**src/rtl/sram189_pkg.sv**
```systemverilog
// ----------------------------------------------------------------------------
// sram189_pkg : shared widths, FSM state type and helpers for sram189_ctrl
// Rev 1.0
// ----------------------------------------------------------------------------
`default_nettype none

package sram189_pkg;

  localparam int ADDR_W = 4;
  localparam int DATA_W = 4;
  localparam int DEPTH  = 16;

  typedef enum logic [1:0] {
    IDLE   = 2'd0,
    SETUP  = 2'd1,
    ACCESS = 2'd2,
    HOLD   = 2'd3
  } state_t;

  function automatic int max3(input int a, input int b, input int c);
    int m;
    m = (a > b) ? a : b;
    return (m > c) ? m : c;
  endfunction

endpackage

`default_nettype wire

```
**src/rtl/sram189_phase_timer.sv**
```systemverilog
// ----------------------------------------------------------------------------
// sram189_phase_timer : loadable down-counter flagging the last cycle of a phase
// Rev 1.0
// ----------------------------------------------------------------------------
`default_nettype none

module sram189_phase_timer #(
  parameter int WIDTH = 2
) (
  input  logic             clk,
  input  logic             rst_n,
  input  logic             load,
  input  logic [WIDTH-1:0] load_val,
  output logic             last
);

  logic [WIDTH-1:0] r_cnt;

  // Loaded with (cycles - 1), so a count of zero marks the final cycle.
  always_ff @(posedge clk or negedge rst_n) begin
    if (!rst_n) begin
      r_cnt <= '0;
    end else if (load) begin
      r_cnt <= load_val;
    end else if (r_cnt != '0) begin
      r_cnt <= r_cnt - WIDTH'(1);
    end
  end

  assign last = (r_cnt == '0);

endmodule

`default_nettype wire

```
**src/rtl/sram189_ctrl.sv**
```systemverilog
// ----------------------------------------------------------------------------
// sram189_ctrl : host-side access sequencer and clear sweep for a 74F189 SRAM
// Rev 1.0
// ----------------------------------------------------------------------------
`default_nettype none

module sram189_ctrl
  import sram189_pkg::*;
#(
  parameter int SETUP_CYC = 1,
  parameter int PULSE_CYC = 2,
  parameter int HOLD_CYC  = 1
) (
  input  logic              clk,
  input  logic              rst_n,
  input  logic              req_valid,
  output logic              req_ready,
  input  logic              req_we,
  input  logic [ADDR_W-1:0] req_addr,
  input  logic [DATA_W-1:0] req_wdata,
  output logic              rsp_valid,
  output logic [DATA_W-1:0] rsp_rdata,
  input  logic              clr_start,
  output logic              clr_done,
  output logic              busy,
  output logic [ADDR_W-1:0] mem_a,
  output logic [DATA_W-1:0] mem_d,
  output logic              mem_cs_n,
  output logic              mem_we_n,
  input  logic [DATA_W-1:0] mem_o
);

  localparam int TW = $clog2(max3(SETUP_CYC, PULSE_CYC, HOLD_CYC) + 1);

  state_t          r_state;
  logic            r_we;
  logic            r_clr;
  logic            w_last;
  logic            w_load;
  logic [TW-1:0]   w_load_val;

  // The timer is reloaded on every phase change with the length of the phase
  // being entered; IDLE keeps it primed for SETUP.
  assign w_load = (r_state == IDLE) || w_last;

  always_comb begin
    w_load_val = TW'(SETUP_CYC - 1);
    case (r_state)
      SETUP:   w_load_val = TW'(PULSE_CYC - 1);
      ACCESS:  w_load_val = TW'(HOLD_CYC - 1);
      default: w_load_val = TW'(SETUP_CYC - 1);
    endcase
  end

  sram189_phase_timer #(
    .WIDTH(TW)
  ) u_timer (
    .clk      (clk),
    .rst_n    (rst_n),
    .load     (w_load),
    .load_val (w_load_val),
    .last     (w_last)
  );

  // A same-cycle clear request pre-empts the host.
  assign req_ready = (r_state == IDLE) && !clr_start;

  always_ff @(posedge clk or negedge rst_n) begin
    if (!rst_n) begin
      r_state   <= IDLE;
      r_we      <= 1'b0;
      r_clr     <= 1'b0;
      mem_a     <= '0;
      mem_d     <= '0;
      mem_cs_n  <= 1'b1;
      mem_we_n  <= 1'b1;
      rsp_valid <= 1'b0;
      rsp_rdata <= '0;
      clr_done  <= 1'b0;
      busy      <= 1'b0;
    end else begin
      rsp_valid <= 1'b0;
      clr_done  <= 1'b0;
      case (r_state)
        IDLE: begin
          if (clr_start) begin
            r_clr    <= 1'b1;
            r_we     <= 1'b1;
            mem_a    <= '0;
            mem_d    <= '0;
            mem_cs_n <= 1'b0;
            busy     <= 1'b1;
            r_state  <= SETUP;
          end else if (req_valid) begin
            r_clr    <= 1'b0;
            r_we     <= req_we;
            mem_a    <= req_addr;
            mem_d    <= req_wdata;
            mem_cs_n <= 1'b0;
            busy     <= 1'b1;
            r_state  <= SETUP;
          end
        end
        SETUP: begin
          if (w_last) begin
            mem_we_n <= !r_we;
            r_state  <= ACCESS;
          end
        end
        ACCESS: begin
          if (w_last) begin
            mem_we_n <= 1'b1;
            r_state  <= HOLD;
            if (!r_we) begin
              rsp_valid <= 1'b1;
              rsp_rdata <= ~mem_o;
            end
          end
        end
        HOLD: begin
          if (w_last) begin
            if (r_clr && (mem_a != ADDR_W'(DEPTH - 1))) begin
              mem_a   <= mem_a + ADDR_W'(1);
              r_state <= SETUP;
            end else begin
              mem_cs_n <= 1'b1;
              busy     <= 1'b0;
              clr_done <= r_clr;
              r_clr    <= 1'b0;
              r_state  <= IDLE;
            end
          end
        end
        default: r_state <= IDLE;
      endcase
    end
  end

endmodule

`default_nettype wire

```
**config.mk**
```make
export PLATFORM = sky130hd
export DESIGN_NAME = sram189_ctrl
export DESIGN_NICKNAME = d
export VERILOG_FILES = /design/src/rtl/sram189_pkg.sv /design/src/rtl/sram189_phase_timer.sv /design/src/rtl/sram189_ctrl.sv
export SDC_FILE = /design/constraint.sdc
export NUM_CORES = 1
export LEC_CHECK = 0
export ABC_AREA = 1
export BUFFER_PORTS_ARGS = -buffer_cell sky130_fd_sc_hd__buf_2
export CAP_MARGIN = 20
export CELL_PAD_IN_SITES_DETAIL_PLACEMENT = 0
export CELL_PAD_IN_SITES_GLOBAL_PLACEMENT = 2
export CORE_UTILIZATION = 28
export CTS_CLUSTER_SIZE = 16
export DETAILED_ROUTE_END_ITERATION = 6
export PLACE_DENSITY_LB_ADDON = 0.1
export SLEW_MARGIN = 20
export SYNTH_ARGS = -nofsm -noshare
export SYNTH_HDL_FRONTEND = slang
export SYNTH_SLANG_ARGS = --single-unit
```
**constraint.sdc**
```tcl
create_clock -name clk -period 1.55 [get_ports clk]
set_input_delay 0.155 -clock clk [delete_from_list [all_inputs] [get_ports clk]]
set_output_delay 0.155 -clock clk [all_outputs]
set_load 0.02 [all_outputs]
```
---- After elaboration in Yosys (flattened, before gate mapping) ----
Cells that the tools add are included.
storage, ports and cells
  output and inout port bits .............. 18
  register bits after elaboration ......... 23
cells by class
  muxes and demuxes ....................... 40
  add/sub/neg operators ................... 2
  equality and inequality tests ........... 10
  reductions and logical operators ........ 18
  bitwise logic cells ..................... 2
operator list
  kind                 count
  $mux 4               6
  $mux 1               21
  $mux 2               7
  $reduce_and 4->1     3
  $ne 2x2->1 const B   5
  $reduce_bool 2->1    5
  $pmux 1 s2           4
  $pmux 2 s4           1
  $pmux 4 s2           1
  $reduce_and 3->1     2
  $add 4x1->4 const B  1
  $eq 2x2->1 const B   2
  $logic_not 2->1      2
  $ne 4x4->1 const B   1
  $not 4->4            1
  $ne 3x3->1 const B   1
  $eq 2x1->1 const B   1
  $logic_and 1x1->1    2
  $logic_not 1->1      2
  $reduce_and 2->1     1
  $sub 2x1->2 const B  1
  $logic_or 1x1->1     1
  $not 1->1            1

---- Longest topological paths before layout ----
  depth after elaboration ................. 5
  mapped depth ............................ 9
  gate-level depth less buffers ........... 9

---- By module ----
From an unflattened synthesis, not the netlist that was laid out.
second synthesis, totals
  cell total of the unflattened synthesis .. 141
  area, all modules ....................... 1,156.1 µm²
by module, submodules not included
  module               cells each  area each (µm²)  times used
  sram189_ctrl         124         1,036.0          1
  sram189_phase_timer  17          120.1            1

---- Worst setup path before layout ----
No wires, ideal clock.
  kind .................................... register -> register
  start ................................... register r_state[0]
  end ..................................... register r_we
  arrival time ............................ 1.256 ns
  slack ................................... 0.165 ns
  stages on the path, launching flop included .. 8
  path through ............................ dfrtp_1 -> inv_1 -> ha_1 -> inv_2 -> nor2_2 -> nand2_1 -> nor2_1 -> a21oi_1
between the ends
  longest elaborated chain between the ends .. 2
RTL lines
  item                               line                 text
  from (decl)                        sram189_ctrl.sv:35   state_t r_state;
  from (signal assigned)             sram189_ctrl.sv:70   r_state <= IDLE;
  from (signal assigned)             sram189_ctrl.sv:93   r_state <= SETUP;
  from (signal assigned)             sram189_ctrl.sv:101  r_state <= SETUP;
  $logic_not 2->1                    sram189_ctrl.sv:84   case (r_state)
  $reduce_and 2->1 (no source line)  n/a
  to (signal assigned)               sram189_ctrl.sv:96   r_we <= req_we;
  to (decl)                          sram189_ctrl.sv:36   logic r_we;
No other way between the ends.
A chain may end at the register's enable or synchronous reset.

---- Worst setup path in the final report ----
  start ................................... register r_state[0]
  end ..................................... output port req_ready
between the ends
  longest elaborated chain between the ends .. 2
RTL lines
  item               line                text
  $logic_not 2->1    sram189_ctrl.sv:66  assign req_ready = (r_state == IDLE) && !clr_start;
  $logic_and 1x1->1  sram189_ctrl.sv:66
  to (decl)          sram189_ctrl.sv:17  output logic req_ready,
No other way between the ends.

==> metrics.cfg <==
[pwr]
power.internal_uw = 1710
switching_power_uw = 1420
p_per_area_mw_per_mm2 = 2150
clockPowerShare = 0.117
swShare = 0.453
seq_power_share = 0.341
ir_drop_uv = 859
p_leak_uw = 0.000798
p_total_uw = 3130
combPwrFrac = 0.542

[clocking]
cts-root-buf = clkbuf_8
cts.sink_count = 23
clkTransAtPathRegs_ps = 80
postCtsSetupRepairBufs = 0
worstSkewPairLatency_ps = 260
cts_buffer_depth = 2
cts_tree = built
numCtsBuffers = 3
cts_max_level = 1

[timing]
tightest_slew_ps = 499
max_freq_mhz = 686
finalHoldViolCount = 0
relSlewSlack = 0.667
post-route-period-util = 0.941
min_period_ps = 1460
rsz0062_at_grt = false
clock_skew_ps = 1.60
drv_slew = 0
tns_ps = 0
setup_viol = 0

[global_routing]
grt_use_total = 0.130
grt_overflow = 0
met1_usage = 0.181
busiest_layer = met2
met3_usage = 0.0365
grt_pass1_wl_microns = 4350
grt_pass1_vias = 962
grt_max_degree = 24
antenna_found_initial = 0
grt_use_met2 = 0.200

[logic_synthesis]
yosysWarnings = 0
yosysTopAreaCell = dfrtp_1
syn_inst = 132
ys_top_cells_by_area = dfrtp_1 (46%), nand2_1 (14%), ha_1 (6.6%)
syn-num-nets = 155
ys.flop_type = dfrtp_1
yosys.area.top_type_share = 0.463
yosysSeqAreaShare = 0.509
ys_ff_latch = 23
yosysUniqueCellTypes = 19
synth_area_sq_mm = 0.00114
synth_edf_count = 0
syn_avg_cell_area_sq_um = 8.61
async_flop_share = 1.00

[run_status]
status = completed

[route]
drc_errors = 0
post_drt_wl_per_cell_microns = 11.3
routed_via_density = 4.38
dr.pass1.iters = 4
vias = 967
drt_iter0_markers = 63
ant_nets = 0
totalWireLength_microns = 2490

[placement]
dp.cells = 216
place_congestion = 0.788
port-buffer-count = 34
place_hpwl_microns = 1970

[layout]
fillers = 393
fin_nets = 197
final_cells = 221
final_common_cell = nand2_1
area_delta_synth_final_pct = 27.8
final_cell_mix = nand2_1 (43), buf_2 (34), dfrtp_1 (21)
drive_above_1_share = 0.364
n_antenna_cell = 0

[critical_path]
slowest_delay_ps = 430
cp-end-kind = output pin
cp_max_fo = 5
required_ps = 1390
startpoint_type = register
path_cells = inv_2 > ha_4 > inv_2 > nor2_2 > buf_2
crit_type = reg2out
crit_path_frequent_cell = inv_2
cp.arrival_ps = 1300
slowest_stage = dfrtp_1

[worst_hold_path]
min_path_type = in2reg

[floorplanning]
die-height_microns = 65.7
dieArea_sq_mm = 0.00432
core_sq_mm = 0.00377
die_w_microns = 65.7
initial_core_util = 0.301
ios = 35
fp-row-count = 22

[job]
maxCapViolations = 0

-- logic make-up (layout without fill, tap and decap cells) --
family / after synthesis / count (layout) / synth area share
adder cells (fa/ha/maj): 6 / 6 / 0.0661
AO/OA/AOI/OAI: 19 / 19 / 0.108
flip-flops: 23 / 23 / 0.509
AND/OR/NAND/NOR: 70 / 70 / 0.264
buffers and inverters: 14 / 55 / 0.0529
-- cell type report --
cell class,count,area (sq um),share of cell area
Multi-Input combinational cell,95,515,0.355
Inverter,13,48.8,0.0336
Sequential cell,23,578,0.398
Clock inverter,1,5.00,0.00345
Clock buffer,3,41.3,0.0284
Timing Repair Buffer,38,203,0.140
Tap cell,48,60.1,0.0414
-- state kept, by name, summed over array words and instances (netlist names) --
name / flops
r_clr: 1
mem_a: 4
rsp_valid: 1
mem_we_n: 1
rsp_rdata: 4
busy: 1
r_state: 2
clr_done: 1
mem_d: 4
r_we: 1
mem_cs_n: 1
u_timer.r_cnt: 2
-- per-layer routing --
metal,vias up,part of all wire
li1,510,-
met1,426,0.51
met2,29,0.43
met3,2,0.053
met4,0,0.0068
met5,-,0
-- path summary, 6_finish.rpt --
kind | start | to | slack (ps) | cells after the start
worst max-delay path | r_state[0]$_DFFE_PN0P_ | req_ready | 90 | 5
worst min-delay path | mem_o[2] | rsp_rdata[2]$_DFFE_PN0P_ | 80 | 2
worst max register to register | mem_a[0]$_DFFE_PN0P_ | mem_a[3]$_DFFE_PN0P_ | 170 | 7
worst min register to register | mem_cs_n$_DFFE_PN1P_ | mem_cs_n$_DFFE_PN1P_ | 470 | 2
max in group asynchronous | rst_n | mem_cs_n$_DFFE_PN1P_ | 800 | 2
min in group asynchronous | rst_n | rsp_valid$_DFF_PN0_ | 390 | 2
-- cell usage after synthesis (2+ instances only) --
library cell	count
dfrtp_1	21
dfstp_2	2
inv_2	3
o21ai_1	2
o21ai_0	8
nand4_1	2
nand2_1	43
a22o_2	4
nand3_1	8
nand2_2	2
nor2_2	2
ha_1	6
nand3_2	2
inv_1	10
a21oi_1	3
nor2_1	11
-- per-stage QoR --
| stage | hold slack, ps | setup WS (ps) | util | cell area, sq um |
|---|---|---|---|---|
| 4_1_cts | 72.5 | 32.7 | 0.384 | 1450 |
| 3_5_place_dp | 160 | 109 | 0.365 | 1380 |
| 2_1_floorplan | -141 | 165 | - | 1140 |
| 6_report | 77.8 | 92.0 | 0.385 | 1450 |
| 5_1_grt | 62.8 | 9.43 | 0.385 | 1450 |
| 3_3_place_gp | 160 | 130 | 0.365 | 1380 |
-- what timing repair did --
item,4_1_cts,5_1_grt
setup endpoints to repair,1,4
resized for setup,2,4
endpoints found under the hold margin,21,0
hold buffers,1,0
-- power groups by stage --
stage / Combinational (uW) / Sequential, uW / Clock, uW
2_1_floorplan: 951 / 1290 / 0
3_3_place_gp: 1650 / 1070 / 0
3_5_place_dp: 1640 / 1070 / 0
4_1_cts: 1700 / 1060 / 387
5_1_grt: 1920 / 1110 / 415
6_report: 1690 / 1070 / 366
-- worst max-delay path: cells and delay by family (launching register included) --
family / cells / cell delay [ps]
flip-flops: 1 / 430
buffers and inverters: 3 / 350
adder cells (fa/ha/maj): 1 / 170
AND/OR/NAND/NOR: 1 / 90
Note: power is estimated with default switching activity, not from simulation.
